===== src/rtl/rc5_key_schedule_ctrl_pkg.sv =====
// Shared definitions for the RC5 key-schedule controller.
// Word/table geometry, FSM state encoding, the RC5-32 magic constants and a
// word-rotate helper used by the mixing datapath.
package rc5_key_schedule_ctrl_pkg;

  localparam int unsigned W   = 32;  // word width (power of 2)
  localparam int unsigned T   = 26;  // S table entries (2*rounds+2)
  localparam int unsigned C   = 4;   // L words (key words)
  localparam int unsigned LGW = 5;   // log2(W), rotate-amount width
  localparam int unsigned AW  = 5;   // S read-address width

  localparam int unsigned MIX_ITERS = 3 * ((T > C) ? T : C);

  localparam int unsigned TW = (T > 1) ? $clog2(T) : 1;
  localparam int unsigned CW = (C > 1) ? $clog2(C) : 1;
  localparam int unsigned KW = (MIX_ITERS > 1) ? $clog2(MIX_ITERS) : 1;

  localparam logic [W-1:0] P32 = 32'hB7E1_5163;
  localparam logic [W-1:0] Q32 = 32'h9E37_79B9;

  typedef enum logic [1:0] {
    ST_IDLE = 2'd0,
    ST_INIT = 2'd1,
    ST_MIX  = 2'd2
  } state_e;

  // Rotate left; the doubled word makes a shift of 0 return x unchanged.
  function automatic logic [W-1:0] rotl(input logic [W-1:0] x,
                                        input logic [LGW-1:0] n);
    logic [2*W-1:0] dbl;
    dbl = {x, x} << n;
    return dbl[2*W-1:W];
  endfunction

endpackage


===== src/rtl/rc5_key_schedule_ctrl_if.sv =====
// Bus between the key loader / cipher core and the key-schedule controller.
//   start, pW, qW, l_words : schedule request and its operands
//   busy, done, key_valid  : schedule status
//   s_addr / s_data        : registered S-table read port
// master = requester side, slave = the controller.
interface rc5_key_schedule_ctrl_if;
  import rc5_key_schedule_ctrl_pkg::*;

  logic           start;
  logic [W-1:0]   pW;
  logic [W-1:0]   qW;
  logic [C*W-1:0] l_words;
  logic           busy;
  logic           done;
  logic           key_valid;
  logic [AW-1:0]  s_addr;
  logic [W-1:0]   s_data;

  modport master (
    output start, pW, qW, l_words, s_addr,
    input  busy, done, key_valid, s_data
  );

  modport slave (
    input  start, pW, qW, l_words, s_addr,
    output busy, done, key_valid, s_data
  );

endinterface


===== src/rtl/rc5_mix_step.sv =====
// One RC5 key-schedule mixing iteration (purely combinational).
//   s_i, l_j : current S[i] and L[j]
//   a, b     : running A and B
//   a_n      : rotl(S[i]+A+B, 3)
//   b_n      : rotl(L[j]+a_n+B, (a_n+B) mod W)
module rc5_mix_step
  import rc5_key_schedule_ctrl_pkg::*;
(
  input  logic [W-1:0] s_i,
  input  logic [W-1:0] l_j,
  input  logic [W-1:0] a,
  input  logic [W-1:0] b,
  output logic [W-1:0] a_n,
  output logic [W-1:0] b_n
);

  logic [W-1:0] anb;

  always_comb begin
    a_n = rotl(s_i + a + b, LGW'(3));
    anb = a_n + b;
    b_n = rotl(l_j + anb, anb[LGW-1:0]);
  end

endmodule


===== src/rtl/rc5_key_schedule_ctrl.sv =====
// RC5 key-schedule controller.
// On an accepted start it latches the packed L words, fills S from P/Q
// (INIT, T-1 cycles) and then runs the 3*max(T,C) mixing loop (MIX). The
// finished table is exposed through a registered read port.
//   clk  : clock, all state on rising edge
//   rst  : synchronous active-high reset, aborts any schedule in progress
//   bus  : rc5_key_schedule_ctrl_if slave (start/pW/qW/l_words in,
//          busy/done/key_valid out, s_addr in, s_data out 1-cycle latency)
module rc5_key_schedule_ctrl
  import rc5_key_schedule_ctrl_pkg::*;
(
  input  logic                     clk,
  input  logic                     rst,
  rc5_key_schedule_ctrl_if.slave   bus
);

  state_e          state_q, state_d;
  logic [TW-1:0]   idx_q, idx_d;
  logic [TW-1:0]   i_q, i_d;
  logic [CW-1:0]   j_q, j_d;
  logic [KW-1:0]   k_q, k_d;
  logic [W-1:0]    a_q, a_d;
  logic [W-1:0]    b_q, b_d;
  logic [W-1:0]    s_q [T];
  logic [W-1:0]    s_d [T];
  logic [W-1:0]    l_q [C];
  logic [W-1:0]    l_d [C];
  logic            done_q, done_d;
  logic            key_valid_q, key_valid_d;
  logic [W-1:0]    s_data_q, s_data_d;

  logic [W-1:0]    s_cur;
  logic [W-1:0]    s_prev;
  logic [W-1:0]    l_cur;
  logic [W-1:0]    a_n;
  logic [W-1:0]    b_n;

  always_comb begin
    s_cur  = s_q[i_q];
    s_prev = s_q[idx_q - TW'(1)];
    l_cur  = l_q[j_q];
  end

  rc5_mix_step u_mix (
    .s_i (s_cur),
    .l_j (l_cur),
    .a   (a_q),
    .b   (b_q),
    .a_n (a_n),
    .b_n (b_n)
  );

  always_comb begin
    state_d     = state_q;
    idx_d       = idx_q;
    i_d         = i_q;
    j_d         = j_q;
    k_d         = k_q;
    a_d         = a_q;
    b_d         = b_q;
    s_d         = s_q;
    l_d         = l_q;
    done_d      = 1'b0;
    key_valid_d = key_valid_q;

    // The read port samples the table as it stands before this edge, so it
    // sees in-progress values while a schedule runs and never stalls it.
    s_data_d = (bus.s_addr < AW'(T)) ? s_q[bus.s_addr] : '0;

    unique case (state_q)
      ST_IDLE: begin
        if (bus.start) begin
          for (int unsigned n = 0; n < C; n++) begin
            l_d[n] = bus.l_words[n*W +: W];
          end
          s_d[0]      = bus.pW;
          idx_d       = TW'(1);
          a_d         = '0;
          b_d         = '0;
          key_valid_d = 1'b0;
          state_d     = ST_INIT;
        end
      end

      ST_INIT: begin
        for (int unsigned n = 1; n < T; n++) begin
          if (idx_q == TW'(n)) s_d[n] = s_prev + bus.qW;
        end
        idx_d = idx_q + TW'(1);
        if (idx_q == TW'(T-1)) begin
          i_d     = '0;
          j_d     = '0;
          k_d     = '0;
          state_d = ST_MIX;
        end
      end

      ST_MIX: begin
        for (int unsigned n = 0; n < T; n++) begin
          if (i_q == TW'(n)) s_d[n] = a_n;
        end
        for (int unsigned n = 0; n < C; n++) begin
          if (j_q == CW'(n)) l_d[n] = b_n;
        end
        a_d = a_n;
        b_d = b_n;
        i_d = (i_q == TW'(T-1)) ? '0 : i_q + TW'(1);
        j_d = (j_q == CW'(C-1)) ? '0 : j_q + CW'(1);
        k_d = k_q + KW'(1);
        if (k_q == KW'(MIX_ITERS-1)) begin
          done_d      = 1'b1;
          key_valid_d = 1'b1;
          state_d     = ST_IDLE;
        end
      end

      default: state_d = ST_IDLE;
    endcase
  end

  always_ff @(posedge clk) begin
    if (rst) begin
      state_q     <= ST_IDLE;
      idx_q       <= '0;
      i_q         <= '0;
      j_q         <= '0;
      k_q         <= '0;
      a_q         <= '0;
      b_q         <= '0;
      s_q         <= '{default: '0};
      l_q         <= '{default: '0};
      done_q      <= 1'b0;
      key_valid_q <= 1'b0;
      s_data_q    <= '0;
    end else begin
      state_q     <= state_d;
      idx_q       <= idx_d;
      i_q         <= i_d;
      j_q         <= j_d;
      k_q         <= k_d;
      a_q         <= a_d;
      b_q         <= b_d;
      s_q         <= s_d;
      l_q         <= l_d;
      done_q      <= done_d;
      key_valid_q <= key_valid_d;
      s_data_q    <= s_data_d;
    end
  end

  assign bus.busy      = (state_q != ST_IDLE);
  assign bus.done      = done_q;
  assign bus.key_valid = key_valid_q;
  assign bus.s_data    = s_data_q;

endmodule


===== src/flat_wrapper.sv =====
// flat-port wrapper written by rule: the top's interface ports become plain ports
module rc5_key_schedule_ctrl_flat import rc5_key_schedule_ctrl_pkg::*;
  (clk, rst, bus_start, bus_pW, bus_qW, bus_l_words, bus_s_addr, bus_busy, bus_done, bus_key_valid, bus_s_data);
  rc5_key_schedule_ctrl_if bus_i ();
  input  logic clk;
  input  logic rst;
  input wire logic [$bits(bus_i.start)-1:0] bus_start;
  input wire logic [$bits(bus_i.pW)-1:0] bus_pW;
  input wire logic [$bits(bus_i.qW)-1:0] bus_qW;
  input wire logic [$bits(bus_i.l_words)-1:0] bus_l_words;
  input wire logic [$bits(bus_i.s_addr)-1:0] bus_s_addr;
  output wire logic [$bits(bus_i.busy)-1:0] bus_busy;
  output wire logic [$bits(bus_i.done)-1:0] bus_done;
  output wire logic [$bits(bus_i.key_valid)-1:0] bus_key_valid;
  output wire logic [$bits(bus_i.s_data)-1:0] bus_s_data;
  assign bus_i.start = bus_start;
  assign bus_i.pW = bus_pW;
  assign bus_i.qW = bus_qW;
  assign bus_i.l_words = bus_l_words;
  assign bus_i.s_addr = bus_s_addr;
  assign bus_busy = bus_i.busy;
  assign bus_done = bus_i.done;
  assign bus_key_valid = bus_i.key_valid;
  assign bus_s_data = bus_i.s_data;
  rc5_key_schedule_ctrl u_core (.clk(clk), .rst(rst), .bus(bus_i));
endmodule

===== config.mk =====
export PLATFORM = sky130hd
export DESIGN_NAME = rc5_key_schedule_ctrl_flat
export DESIGN_NICKNAME = d
export VERILOG_FILES = /design/src/rtl/rc5_key_schedule_ctrl_pkg.sv /design/src/rtl/rc5_key_schedule_ctrl_if.sv /design/src/rtl/rc5_mix_step.sv /design/src/rtl/rc5_key_schedule_ctrl.sv /design/src/flat_wrapper.sv
export SDC_FILE = /design/constraint.sdc
export NUM_CORES = 2
export LEC_CHECK = 0
export CAP_MARGIN = 20
export CORE_ASPECT_RATIO = 1.2
export CORE_UTILIZATION = 54
export DETAILED_ROUTE_END_ITERATION = 8
export HOLD_SLACK_MARGIN = 0.08
export PLACE_DENSITY = 0.7
export REMOVE_ABC_BUFFERS = 1
export SYNTH_ARGS = -nofsm -noshare
export SYNTH_HDL_FRONTEND = slang
export SYNTH_SLANG_ARGS = --single-unit

===== constraint.sdc =====
create_clock -name clk -period 35.8 [get_ports clk]
set_clock_uncertainty 0.15 [all_clocks]
set_input_delay 10.74 -clock clk [delete_from_list [all_inputs] [get_ports clk]]
set_output_delay 10.74 -clock clk [all_outputs]
set_load 0.005 [all_outputs]

==> flow_summary.yaml <==
worst_setup_path:
  endpoint_kind: "register"
  crit_family: "compound AO/OA/AOI/OAI gates"
  start_kind: "input port"
  cp_num_buf_inv: 3
  cpPeakStageDelay_ns: 0.93
  cp_data_arrival_time_ns: 16.76
  crit_required_ns: 36.34
  slowest_stage: "o31ai_1"
  path_class: "input port to register"
  worstPathMaxFanout: 25
  cpMostUsedCell: "o31ai_1"
  cp_cell_sequence: "clkdlybuf4s50_1 > ha_1 > inv_1 > fa_1 > nor2b_1 > o21ai_0 > a21boi_0 > o31ai_1 > a21oi_1 > nor4bb_1 > o31ai_1 > a2111oi_0 > buf_4 > or4b_2 > nand3_1 > mux2i_1 > nor2_1"
yosys:
  netlist_top_cells_area: "dfxtp_1, mux4_2, mux2i_1"
  synth_mux_area_share_pct: 27.1
  ys_seq_elements: 1079
  synth_xor_area_share_pct: 1.35
  synth_top_family_by_area: "multiplexers"
  ys_types: 98
  syn_area_mm2: 0.0684
  synthFlopType: "dfxtp_1"
  yosys.area.top_type: "dfxtp_1"
  avgSynthCellArea_um2: 9.48
  synth_top_area_share_pct: 31.6
  synth-edff-count: 0
  ys_seq_area_share_pct: 31.6
  synthAdderAreaFrac_pct: 3.64
  synthArstFlopShare_pct: 0
  netlist_instances: 7222
  yosys_warnings: 0
  synth_compound_area_share_pct: 21.7
  yosys.area_share.simple_pct: 10.2
clock_tree:
  cts_tree: "built"
  cts.reportedPaths.clkPinSlew_ns: 0.07
  cts-buffers-inserted: 111
  ctsRootBufferMaster: "clkbuf_16"
  cts_resized: 0
  clk_latency_ns: 0.78
  clockBufferDepth: 3
  htree_levels: 3
  cts_sinks: 1079
  cts_setup_buffers: 0
  postCtsHoldBufs: 0
grt:
  grt_pass1_wl_um: 378000
  overflow: 0
  grt.total_usage_pct: 39.0
  use_met2_pct: 59.1
  met3_usage_pct: 9.39
  grt_pass1_vias: 59100
  busiest_layer: "met2"
  globalRouteMet1Util_pct: 49.0
  antenna_found_initial: 7
  grt_max_degree: 211
sta:
  rsz0062_at_grt: "false"
  slew_headroom_pct: 19.6
  slew_violations: 0
  setup-violations-final: 0
  hold_viol: 0
  layout_min_cycle_time_ns: 16.22
  tightest_slew_ns: 1.19
  fin_crit_sh_pct: 45.3
  final.setup.tns_ns: 0
  fmax_mhz: 61.6
place:
  io_buffers: 234
  place_hpwl_um: 157000
  gp_congestion: 0.990
die:
  die_h_um: 392
  rows: 142
  initial_utilization_pct: 54.6
  die_w_um: 327
  ios: 235
  coreArea_mm2: 0.125
  die_area_mm2: 0.128
min_path:
  hp-class: "register to register"
drt:
  num_vias: 62400
  drt_iter0_drc: 8792
  drt-wirelength-per-cell_um: 29.4
  ant_nets: 0
  firstDrtPassIters: 6
  vias_per_cell: 7.17
  remaining_drc_errors: 0
  wirelength_um: 256000
finish:
  fillers: 10600
  layout-drive-gt1-share_pct: 15.9
  area.growth.synth_to_final_pct: 10.1
  layout_common_cells: "dfxtp_1, nor2_1, a21oi_1"
  nets: 7322
  final_common_cell: "dfxtp_1"
status:
  status: "finished, final reports clean"
run:
  maxCapViolCount: 0
[routing by layer]
layer | part of all wire, % | vias to the layer above
li1 | - | 26900
met1 | 37 | 30200
met2 | 44 | 4258
met3 | 12 | 1011
met4 | 8.0 | 6
met5 | 0.014 | -
[Yosys cell counts, types with 70 or more instances]
| cell | number |
|---|---|
| nand2_1 | 300 |
| nor3_1 | 110 |
| a21oi_1 | 738 |
| dfxtp_1 | 1079 |
| o21ai_0 | 571 |
| xnor2_1 | 70 |
| ha_1 | 143 |
| clkbuf_1 | 644 |
| mux2i_1 | 414 |
| mux4_2 | 618 |
| buf_1 | 103 |
| o221ai_1 | 71 |
| nand3_1 | 115 |
| a211oi_1 | 459 |
| nor2_1 | 898 |
[worst paths after layout]
check | slack [ns] | end | start | cells past startpoint
max | 19.58 | u_core.s_q[252] | bus_qW[0] | 17
min | 0.31 | u_core.a_q[4] | u_core.a_q[4] | 2
max reg2reg | 20.24 | u_core.l_q[63] | u_core.i_q[0] | 44
min reg2reg | 0.31 | u_core.a_q[4] | u_core.a_q[4] | 2
[worst min-delay path, stage by stage (launching register included)]
cell     delay, ns
dfxtp_1       0.31
nand2_1       0.05
a21oi_1       0.05
[logic make-up after synthesis]
| logic type | Yosys count |
|---|---|
| AND/OR/NAND/NOR | 1620 |
| buffers and inverters | 824 |
| AO/OA/AOI/OAI | 2346 |
| multiplexers | 1073 |
| flip-flops | 1079 |
| adder cells (fa/ha/maj) | 178 |
| XOR/XNOR | 102 |
[state kept, by name, summed over array words and instances (netlist names)]
name,flops
u_core.i_q,5
u_core.l_q,128
u_core.state_q,2
u_core.k_q,7
u_core.a_q,32
u_core.idx_q,5
u_core.b_q,32
u_core.j_q,2
u_core.bus.done,1
u_core.bus.key_valid,1
u_core.s_q,832
u_core.bus.s_data,32
[stage by stage]
stage / std cells / util (%) / hold WS (ns) / area [um^2] / setup WS, ns
6_report: 8697 / 60.1 / 0.306 / 75300 / 19.58
2_1_floorplan: 6468 / - / 0.276 / 65600 / 14.69
3_5_place_dp: 8482 / 57.0 / 0.297 / 71300 / 19.02
4_1_cts: 8688 / 60.1 / 0.306 / 75200 / 19.79
5_1_grt: 8693 / 60.1 / 0.333 / 75300 / 19.48
3_3_place_gp: 8481 / 56.9 / 0.292 / 71300 / 19.09
[final cells by class]
type                            instances  area, um^2  area share, %
Inverter                               70         277          0.367
Timing Repair Buffer                  363        3430           4.56
Clock inverter                         48         631          0.837
Antenna cell                            4        10.0         0.0133
Clock buffer                          158        3270           4.34
Sequential cell                      1079       21600           28.7
Tap cell                             1656        2070           2.75
Multi-Input combinational cell       5319       44000           58.4
Power is not shown: default switching activity piles up to over one toggle a cycle in this logic, so the estimate is an artifact.
